File: src/rtl/write_mem_ctrl_if.sv
// rtl/write_mem_ctrl_if.sv - burst write, stream and read-back signals of write_mem_ctrl
interface write_mem_ctrl_if #(
   parameter int ADDR_W = 6,
   parameter int DATA_W = 4
);
   logic              start;
   logic [ADDR_W-1:0] base_addr;
   logic [ADDR_W:0]   burst_len;
   logic              in_valid;
   logic [DATA_W-1:0] in_data;
   logic              in_ready;
   logic              busy;
   logic              done;
   logic [ADDR_W:0]   wr_count;
   logic [ADDR_W-1:0] rd_addr;
   logic [DATA_W-1:0] rd_data;

   modport master (
      output start, base_addr, burst_len, in_valid, in_data, rd_addr,
      input  in_ready, busy, done, wr_count, rd_data
   );

   modport slave (
      input  start, base_addr, burst_len, in_valid, in_data, rd_addr,
      output in_ready, busy, done, wr_count, rd_data
   );
endinterface

File: src/rtl/write_mem_ctrl.sv
// rtl/write_mem_ctrl.sv - 64x4 memory with burst write engine and registered read port
// Optional macro WRITE_MEM_RD_BYPASS_EN: same-address read during a write returns the new data.
module write_mem_ctrl #(
   parameter int ADDR_W = 6,
   parameter int DATA_W = 4,
   parameter int DEPTH  = 64
) (
   input  logic            clk,
   input  logic            rst,
   write_mem_ctrl_if.slave bus
);
   typedef enum logic [1:0] {
      IDLE  = 2'd0,
      BURST = 2'd1,
      DONE  = 2'd2
   } state_t;

   localparam logic [ADDR_W:0] MAX_LEN = (ADDR_W+1)'(DEPTH);

   state_t            state, next_state;
   logic [DATA_W-1:0] mem [DEPTH];
   logic [ADDR_W-1:0] wr_ptr;
   logic [ADDR_W:0]   remaining;
   logic [ADDR_W:0]   wr_count;
   logic [ADDR_W:0]   len_clamped;
   logic              wr_en;
   logic              start_ok;

   assign len_clamped = (bus.burst_len > MAX_LEN) ? MAX_LEN : bus.burst_len;
   assign wr_en       = (state == BURST) && bus.in_valid;
   assign start_ok    = (state == IDLE) && bus.start;
   assign bus.wr_count = wr_count;

   always_ff @(posedge clk or negedge rst) begin
      if (!rst) begin
         state <= IDLE;
      end else begin
         state <= next_state;
      end
   end

   always_comb begin
      next_state   = state;
      bus.in_ready = 1'b0;
      bus.busy     = 1'b0;
      bus.done     = 1'b0;
      unique case (state)
         IDLE: begin
            if (bus.start) begin
               next_state = (len_clamped == '0) ? DONE : BURST;
            end
         end
         BURST: begin
            bus.in_ready = 1'b1;
            bus.busy     = 1'b1;
            if (bus.in_valid && remaining == (ADDR_W+1)'(1)) begin
               next_state = DONE;
            end
         end
         DONE: begin
            bus.busy   = 1'b1;
            bus.done   = 1'b1;
            next_state = IDLE;
         end
         default: next_state = IDLE;
      endcase
   end

   always_ff @(posedge clk or negedge rst) begin
      if (!rst) begin
         wr_ptr    <= '0;
         remaining <= '0;
         wr_count  <= '0;
      end else if (start_ok) begin
         wr_ptr    <= bus.base_addr;
         remaining <= len_clamped;
         wr_count  <= '0;
      end else if (wr_en) begin
         wr_ptr    <= wr_ptr + 1'b1;
         remaining <= remaining - 1'b1;
         wr_count  <= wr_count + 1'b1;
      end
   end

   // Whole array clears on reset so read-back after an aborted burst is deterministic.
   always_ff @(posedge clk or negedge rst) begin
      if (!rst) begin
         for (int i = 0; i < DEPTH; i++) begin
            mem[i] <= '0;
         end
      end else if (wr_en) begin
         mem[wr_ptr] <= bus.in_data;
      end
   end

   always_ff @(posedge clk or negedge rst) begin
      if (!rst) begin
         bus.rd_data <= '0;
      end else begin
`ifdef WRITE_MEM_RD_BYPASS_EN
         if (wr_en && bus.rd_addr == wr_ptr) begin
            bus.rd_data <= bus.in_data;
         end else begin
            bus.rd_data <= mem[bus.rd_addr];
         end
`else
         bus.rd_data <= mem[bus.rd_addr];
`endif
      end
   end
endmodule

File: src/flat_wrapper.sv
// flat-port wrapper written by rule: the top's interface ports become plain ports
module write_mem_ctrl_flat 
#(
   parameter int ADDR_W = 6,
   parameter int DATA_W = 4,
   parameter int DEPTH  = 64
)
  (clk, rst, bus_start, bus_base_addr, bus_burst_len, bus_in_valid, bus_in_data, bus_rd_addr, bus_in_ready, bus_busy, bus_done, bus_wr_count, bus_rd_data);
  write_mem_ctrl_if #(.ADDR_W(ADDR_W), .DATA_W(DATA_W)) bus_i ();
  input  logic clk;
  input  logic rst;
  input wire logic [$bits(bus_i.start)-1:0] bus_start;
  input wire logic [$bits(bus_i.base_addr)-1:0] bus_base_addr;
  input wire logic [$bits(bus_i.burst_len)-1:0] bus_burst_len;
  input wire logic [$bits(bus_i.in_valid)-1:0] bus_in_valid;
  input wire logic [$bits(bus_i.in_data)-1:0] bus_in_data;
  input wire logic [$bits(bus_i.rd_addr)-1:0] bus_rd_addr;
  output wire logic [$bits(bus_i.in_ready)-1:0] bus_in_ready;
  output wire logic [$bits(bus_i.busy)-1:0] bus_busy;
  output wire logic [$bits(bus_i.done)-1:0] bus_done;
  output wire logic [$bits(bus_i.wr_count)-1:0] bus_wr_count;
  output wire logic [$bits(bus_i.rd_data)-1:0] bus_rd_data;
  assign bus_i.start = bus_start;
  assign bus_i.base_addr = bus_base_addr;
  assign bus_i.burst_len = bus_burst_len;
  assign bus_i.in_valid = bus_in_valid;
  assign bus_i.in_data = bus_in_data;
  assign bus_i.rd_addr = bus_rd_addr;
  assign bus_in_ready = bus_i.in_ready;
  assign bus_busy = bus_i.busy;
  assign bus_done = bus_i.done;
  assign bus_wr_count = bus_i.wr_count;
  assign bus_rd_data = bus_i.rd_data;
  write_mem_ctrl #(.ADDR_W(ADDR_W), .DATA_W(DATA_W), .DEPTH(DEPTH)) u_core (.clk(clk), .rst(rst), .bus(bus_i));
endmodule
File: config.mk
export PLATFORM = sky130hd
export DESIGN_NAME = write_mem_ctrl_flat
export DESIGN_NICKNAME = d
export VERILOG_FILES = /design/src/rtl/write_mem_ctrl_if.sv /design/src/rtl/write_mem_ctrl.sv /design/src/flat_wrapper.sv
export SDC_FILE = /design/constraint.sdc
export NUM_CORES = 1
export LEC_CHECK = 0
export CAP_MARGIN = 5
export CORE_MARGIN = 3
export CORE_UTILIZATION = 45
export DETAILED_ROUTE_END_ITERATION = 8
export SLEW_MARGIN = 40
export SYNTH_ARGS = -nofsm -noshare
export SYNTH_HDL_FRONTEND = slang
export SYNTH_SLANG_ARGS = --single-unit
export TNS_END_PERCENT = 5
File: constraint.sdc
create_clock -name clk -period 2.3 [get_ports clk]
set_clock_uncertainty 0.15 [all_clocks]
set_input_delay 0.46 -clock clk [delete_from_list [all_inputs] [get_ports clk]]
set_output_delay 0.46 -clock clk [all_outputs]
set_load 0.01 [all_outputs]
Word-level counts from Yosys, hierarchy flattened
Index checks and enable logic that the tools add are counted.
Widths: inputs -> output; s select.
- register bits after elaboration: 282
- output and inout port bits: 14
- word-level logic and storage cells: 112
- $add $sub $neg: 3
- magnitude comparators: 4
- eq/ne operators: 5
- mux-type cells: 20
- bitwise operators: 2
- reduce and logical (&&, ||, !) cells: 9
- operators by type and width (kind ; count):
    $bwmux 256 ; 1
    $mux 7 ; 5
    $bmux 4 s6 ; 1
    $demux 4 s6 ; 1
    $ge 7x7->1 const B ; 2
    $not 6->7 ; 2
    $mux 4 ; 3
    $mux 6 ; 2
    $add 7x1->7 const B ; 1
    $eq 7x1->1 const B ; 1
    $gt 7x7->1 const B ; 1
    $logic_not 7->1 ; 1
    $lt 7x1->1 const B ; 1
    $sub 7x1->7 const B ; 1
    $add 6x1->6 const B ; 1
    $mux 2 ; 3
    $logic_and 1x1->1 ; 4
    $ne 2x2->1 const B ; 2
    $pmux 2 s2 ; 1
    $mux 1 ; 3
    $eq 2x1->1 const B ; 1
    $eq 2x2->1 const B ; 1
    $logic_not 2->1 ; 1
    $reduce_and 2->1 ; 1
    other kinds (2) ; 2

Depth between registers and ports, before layout
Gate-level depths: netlist of the first run.
- word-level depth: 6
- depth in mapped cells: 8

Worst setup path after synthesis of the first run
OpenSTA, ideal clock, no wires.
- path kind: register -> register
- from: register u_core.state[1]
- to: register u_core.mem[4] (netlist bit)
- data arrival time: 1.898 ns
- setup slack: 0.128 ns
- stages on the path, launching flop included: 8
- path buffers: 0
- clock period less this slack: 2.172 ns
- path through: dfrtp_1 inv_1 ha_1 nand2_1 nor2_1 nand3_1 nor2_1 mux2_2
- longest elaborated chain between the ends: 2
- RTL lines (item ; line ; RTL):
    start, declared ; write_mem_ctrl.sv:20 ; state_t state, next_state;
    start signal, assigned ; write_mem_ctrl.sv:38 ; state <= next_state;
    $eq 2x1->1 ; write_mem_ctrl.sv:30 ; assign wr_en = (state == BURST) && bus.in_valid;
    $logic_and 1x1->1 ; write_mem_ctrl.sv:30 ;
    end signal, assigned by index ; write_mem_ctrl.sv:92 ; mem[wr_ptr] <= bus.in_data;
    end, declared ; write_mem_ctrl.sv:21 ; logic [DATA_W-1:0] mem [DEPTH];
Every way passes these cells.
A chain may end at the register's enable or synchronous reset.

Final worst setup path of the first run
- from: register u_core.state[1]
- to: output bus_in_ready
- longest elaborated chain between the ends: 2
- RTL lines (item ; line ; RTL):
    $eq 2x1->1 ; write_mem_ctrl.sv:47 ; unique case (state)
    $mux 1 ; write_mem_ctrl.sv:47 ;
    end, declared ; flat_wrapper.sv:18 ; output wire logic [$bits(bus_i.in_ready)-1:0] bus_in_ready;
Every way passes these cells.

==> qor.csv, run 1 <==
stage,metric,value,unit
timing,maxSlewViolCount,0,
routing,routed_wl,32200,um
pwr,switching_share,27.6,%
critical_path,cpLargestDelayFamily,buffers and inverters,
cells_and_area,antennaDiodeCount,0,
cells_and_area,nets,1111,
logic_synthesis,ys_ff_latch,282,
logic_synthesis,syn_area,0.0133,mm2
timing,setup_ws,0.0735,ns
timing,tns,0,ns
status,outcome,completed,
timing,rsz0062_at_grt,no,
critical_path,cpMaxStageDelayCell,dfrtp_1,
logic_synthesis,async_flop_share,100,%
floorplan,ios,41,
cells_and_area,final_cell_mix,"282 x dfrtp_1, 260 x mux2_2, 110 x buf_4",
critical_path,crit_fanout,3,
critical_path,crit_chain,"inv_1, ha_2, buf_4, dlygate4sd2_1",
timing,period_needed,2.23,ns
floorplan,die_h,178,um
pwr,combinationalPowerShare,22.7,%
cells_and_area,multi_input_area,0.00595,mm2
pwr,power.switching,4.14,mW
clock_tree,cts_sinks,282,
cells_and_area,regArea,0.00706,mm2
floorplan,initial_core_util,46.1,%
pwr,power_frac_clock,30.2,%
timing,hold_viol,0,
floorplan,rows,62,
pwr,p_per_area,947,mW/mm2
critical_path,critPathMaxStageDelay,0.39,ns
cells_and_area,mostFrequentLayoutCell,dfrtp_1,
logic_synthesis,ys.flop_type,dfrtp_1,
global_route,grt.overflow.total,0,
pwr,seqPwrFrac,47.1,%
timing,tightest_slew,0.736,ns
floorplan,die_area,0.0318,mm2
routing,ant_nets,0,
floorplan,dieWidth,178,um
timing,period_share,96.8,%
clock_tree,cts_tree,yes,
global_route,grt_pass1_wl,51700,um
clock_tree,htreeDepth,1,
cells_and_area,n_fill_cell,2408,
logic_synthesis,synth-adder-area-share,0.656,%
routing,wl_met1,15000,um
routing,viasPerCell,5.58,
cells_and_area,drive_gt1_share,44.6,%
timing,slew_headroom,50.9,%
routing,drtIter0Drc,523,
place,hpwl,22000,um
global_route,grt_pass1_vias,8806,
logic_synthesis,yosys.area_share.simple,6.79,%
global_route,grt_max_degree,65,
routing,routedWlPerCell,21.8,um
critical_path,criticalPathCategory,reg -> out,
logic_synthesis,yosysSeqAreaShare,52.9,%
worst_hold_path,hold_path.class,in -> async,
routing,drc,0,
critical_path,startpoint_type,register,
pwr,power.internal,10.9,mW
clock_tree,cts_buffers,30,
logic_synthesis,syn_inst,949,
global_route,grt_use_total,21.1,%
routing,wl_met3,1230,um
critical_path,worstPathArrival,1.62,ns
logic_synthesis,yosysWarnings,0,
logic_synthesis,yosys-top-cells-area,"dfrtp_1 53%, mux2_2 22%, mux4_2 8.1%",
place,pre_cts_slack,-0.221,ns
logic_synthesis,synthXorXnorAreaFrac,0.985,%
critical_path,crit_path_end_kind,primary output,
floorplan,core_area,0.0289,mm2
logic_synthesis,postSynthAreaPerCell,14.1,um2
logic_synthesis,synth_cell_type_count,46,
clock_tree,cts_buffer_depth,3,
logic_synthesis,synth_fp_nets,983,
logic_synthesis,synth_edf_count,0,
routing,wl_met2,15400,um
pwr,peakVddDrop,499,uV
cells_and_area,area_growth_syn_to_layout,18.6,%
run,max_cap_violations,0,
routing,firstDrtPassIters,5,
logic_synthesis,synth_top_family_by_area,multiplexers,
logic_synthesis,muxShareOfSynthArea,32.8,%
clock_tree,path_clk_slew,0.06,ns
place,io_buffers,40,
timing,setup_viol,0,
timing,max_freq,449,MHz
logic_synthesis,synth_top_area_share,52.9,%
place,gp_congestion,0.812,
logic_synthesis,yosysTopAreaCell,dfrtp_1,
critical_path,cp_num_buf_inv,3,
critical_path,cp.required,1.69,ns
clock_tree,cts_root_buffer,clkbuf_16,
routing,num_vias,8242,
logic_synthesis,synth-compound-area-share,3.32,%
routing,top_layer,met4,
global_route,antenna_found_initial,0,
pwr,p_leak,7.53,nW
clock_tree,clock_latency,0.55,ns
-- what timing repair did --
action / 4_1_cts / 5_1_grt
gates resized for setup: 4 / 2
pin swaps: 0 / 2
setup buffers: 0 / 2
endpoints found under the setup margin: 3 / 33
hold buffers: 1 / 0
endpoints found under the hold margin: 40 / 0
-- worst paths after layout --
kind	start	to	slack [ns]	cells past startpoint
max in group asynchronous	rst	u_core.bus.rd_data[1]$_DFF_PN0_	1.08	3
worst max-delay path	u_core.state[1]$_DFFE_PN0P_	bus_in_ready	0.07	4
worst max register to register	u_core.state[1]$_DFFE_PN0P_	u_core.mem[122]$_DFFE_PN0P_	0.13	9
min in group clk	bus_base_addr[3]	u_core.wr_ptr[3]$_DFFE_PN0P_	0.33	3
worst min-delay path	rst	u_core.mem[97]$_DFFE_PN0P_	0.27	2
worst min register to register	u_core.mem[93]$_DFFE_PN0P_	u_core.mem[93]$_DFFE_PN0P_	0.35	1
-- area by class of cell --
type                    count  area share, %
well taps                 384           3.03
clock buffers              44           5.40
repair buffers            161           8.95
clock inverters             4          0.285
multi-input cells         595           37.6
inverters                   7          0.166
flip-flops and latches    282           44.6
-- power by group through the flow --
stage	sequential, mW	clock, mW	combinational [mW]
6_report	7.07	4.52	3.40
5_1_grt	7.24	4.83	3.73
4_1_cts	7.07	4.63	3.44
3_5_place_dp	7.14	0	3.44
3_3_place_gp	7.11	0	3.36
2_1_floorplan	6.80	0	2.51
-- metrics by stage --
stage	instances	area [um2]	util [%]	power, mW	hold WS, ns
floorplan	949	13300	-	9.30	0.0144
global placement	1426	14900	51.5	10.5	0.252
detailed placement	1426	14900	51.5	10.6	0.250
CTS	1475	15800	54.6	15.1	0.276
global route	1477	15800	54.7	15.8	0.280
finish	1477	15800	54.7	15.0	0.266
-- Yosys cell counts (3+ instances only) --
cell,instances
a211oi_1,6
a21oi_1,7
a22o_1,3
a22oi_1,4
a31oi_1,4
and2_1,6
buf_1,6
buf_2,8
buf_6,3
clkbuf_1,44
dfrtp_1,282
ha_1,7
inv_1,7
mux2_2,260
mux4_1,14
mux4_2,48
nand2_1,42
nand2b_1,5
nand3_1,9
nand3b_1,11
nand4_1,6
nor2_1,65
nor2b_1,7
nor3_1,9
o21ai_0,16
o21ai_1,3
o22ai_1,19
or2_2,5
or3b_2,3
or4_1,3
xnor2_1,6
xor2_1,9
-- metal layers --
metal | vias up | global-route usage [%]
met5 | - | 0
met4 | 0 | 3.99
met3 | 42 | 2.77
met2 | 152 | 35.0
met1 | 4300 | 30.4
li1 | 3748 | -
-- logic make-up (layout without fill, tap and decap cells) --
kind of cell | after synthesis | after routing
AO/OA/AOI/OAI | 70 | 70
buffers and inverters | 72 | 216
AND/OR/NAND/NOR | 181 | 181
XOR/XNOR | 15 | 15
adder cells (fa/ha/maj) | 7 | 7
multiplexers | 322 | 322
flip-flops | 282 | 282
-- flip-flops by register name, summed over array words and instances, names as in the netlist --
register and flops:
u_core.remaining 7, u_core.state 2, u_core.wr_ptr 6, u_core.mem 256
u_core.bus.wr_count 7, u_core.bus.rd_data 4
Note: power is estimated with default switching activity, not from simulation.
==> run 2, diff against run 1 <==
- ABC_AREA: not set -> 0
==> results of run 2 <==
No change in the layout: final DEF, timing and power equal those of run 1.
==> run 3, diff against run 2 <==
- CELL_PAD_IN_SITES_DETAIL_PLACEMENT: not set -> 0
- CELL_PAD_IN_SITES_GLOBAL_PLACEMENT: not set -> 2
- PLACE_DENSITY_LB_ADDON: not set -> 0.1
==> run 3 against run 2 <==
Against the previous run:
- fmax grew 0.13%
- clock-buffer cell count is the same
- sequential cell count is the same
- critical path depth is the same
- routed wire length grew 2.7%
- combinational power grew 2%
- sequential power grew 0.6%
- final area grew 1.5%
- global-route usage grew 0.28 points
- worst hold slack lost 0.013 ns
- via count grew 1.6%
==> qor.csv, run 3 (synthesis results as in run 1) <==
stage,metric,value,unit
pwr,p_per_area,965,mW/mm2
floorplan,die_area,0.0318,mm2
global_route,grt_pass1_wl,52800,um
run,max_cap_violations,0,
place,io_buffers,40,
critical_path,startpoint_type,register,
floorplan,rows,62,
critical_path,crit_chain,"inv_1, ha_2, buf_4, dlygate4sd2_1",
critical_path,reg2reg_depth,8,
clock_tree,cts_sinks,282,
critical_path,cp_num_buf_inv,3,
global_route,grt_use_total,21.4,%
critical_path,worstPathArrival,1.61,ns
global_route,grt_pass1_vias,9268,
routing,ant_nets,0,
place,place_area,0.0150,mm2
cells_and_area,postLayoutCellArea,0.0161,mm2
place,hpwl,23200,um
routing,firstDrtPassIters,4,
cells_and_area,antennaDiodeCount,0,
global_route,grt.overflow.total,0,
critical_path,crit_fanout,3,
routing,drtIter0Drc,464,
pwr,p_leak,7.64,nW
routing,routedWlPerCell,22.2,um
timing,period_needed,2.22,ns
clock_tree,path_clk_slew,0.06,ns
floorplan,die_h,178,um
cells_and_area,final_cells,1490,
place,dp.cells,1435,
clock_tree,cts_buffer_depth,3,
place,pre_cts_slack,-0.231,ns
clock_tree,cts_buffers,31,
clock_tree,cts_root_buffer,clkbuf_16,
cells_and_area,area_growth_syn_to_layout,20.4,%
timing,max_freq,450,MHz
critical_path,cpLargestDelayFamily,buffers and inverters,
global_route,grt_max_degree,65,
floorplan,core_area,0.0289,mm2
floorplan,dieWidth,178,um
cells_and_area,nets,1119,
clock_tree,clock_latency,0.55,ns
timing,hold_viol,0,
cells_and_area,mostFrequentLayoutCell,dfrtp_1,
cells_and_area,drive_gt1_share,45.6,%
critical_path,critPathMaxStageDelay,0.41,ns
critical_path,cp.required,1.69,ns
routing,viasPerCell,5.62,
cells_and_area,final_cell_mix,"282 x dfrtp_1, 260 x mux2_2, 111 x buf_4",
clock_tree,cts_tree,yes,
global_route,antenna_found_initial,0,
timing,tightest_slew,0.603,ns
timing,timing.hold.ws,0.253,ns
cells_and_area,top_regs,"u_core.mem: 256 flops, u_core.bus.wr_count: 7 flops, u_core.remaining: 7 flops",
clock_tree,cts_setup_buffers,0,
timing,setup_ws,0.0763,ns
cells_and_area,largest_register_ffs,256,
critical_path,crit_path_end_kind,primary output,
routing,routed_wl,33100,um
clock_tree,htreeDepth,1,
critical_path,criticalPathCategory,reg -> out,
timing,slew_headroom,59.5,%
timing,tns,0,ns
status,outcome,completed,
floorplan,initial_core_util,46.1,%
critical_path,cpMaxStageDelayCell,dfrtp_1,
timing,maxSlewViolCount,0,
timing,rsz0062_at_grt,yes,
cells_and_area,top_register,u_core.mem,
routing,num_vias,8374,
worst_hold_path,hold_path.class,in -> async,
place,gp_congestion,0.840,
timing,setup_viol,0,
routing,drc,0,
timing,period_share,96.7,%
pwr,peakVddDrop,552,uV
floorplan,ios,41,
critical_path,cp.depth,4,
-- run 3: final cells by class --
class | count | area (um2)
timing repair buffer | 168 | 1540
inverter | 7 | 26.3
tap | 384 | 480
fill | 2388 | 12900
clock buffer | 44 | 885
sequential | 282 | 7060
multi-input combinational | 595 | 5950
clock inverter | 10 | 128
-- run 3: where the power goes --
part	total, mW	switching [mW]	leakage [nW]	internal, mW
combinational	3.47	1.46	3.27	2.01
sequential	7.11	0.857	3.87	6.25
clock	4.93	1.95	0.499	2.98
total	15.5	4.26	7.64	11.2
-- run 3: path summary, 6_finish.rpt --
kind | end | slack [ns] | start
worst max-delay path | bus_in_ready | 0.08 | u_core.state[1]$_DFFE_PN0P_
worst min-delay path | u_core.mem[115]$_DFFE_PN0P_ | 0.25 | rst
worst max register to register | u_core.mem[31]$_DFFE_PN0P_ | 0.11 | u_core.state[1]$_DFFE_PN0P_
worst min register to register | u_core.mem[233]$_DFFE_PN0P_ | 0.35 | u_core.mem[233]$_DFFE_PN0P_
max in group asynchronous | u_core.mem[171]$_DFFE_PN0P_ | 1.08 | rst
min in group clk | u_core.mem[16]$_DFFE_PN0P_ | 0.28 | bus_in_data[0]
-- run 3: metrics by stage --
stage	power, mW	util [%]
2_1_floorplan	9.30	-
3_3_place_gp	10.5	52.0
3_5_place_dp	10.7	52.0
4_1_cts	15.7	55.5
5_1_grt	16.3	55.5
6_report	15.5	55.5
-- run 3: what timing repair did --
action | CTS | global route
hold buffers | 1 | 0
hold endpoints to repair | 35 | 0
gates resized for setup | 3 | 4
setup endpoints to repair | 3 | 132
pin swaps | 0 | 0
-- run 3: per-layer routing --
layer | track usage [%] | part of all wire [%] | vias up
met5 | 0 | 0 | -
met4 | 4.35 | 2.0 | 0
met3 | 2.92 | 4.2 | 48
met2 | 37.0 | 50 | 162
met1 | 29.2 | 44 | 4396
li1 | - | - | 3768
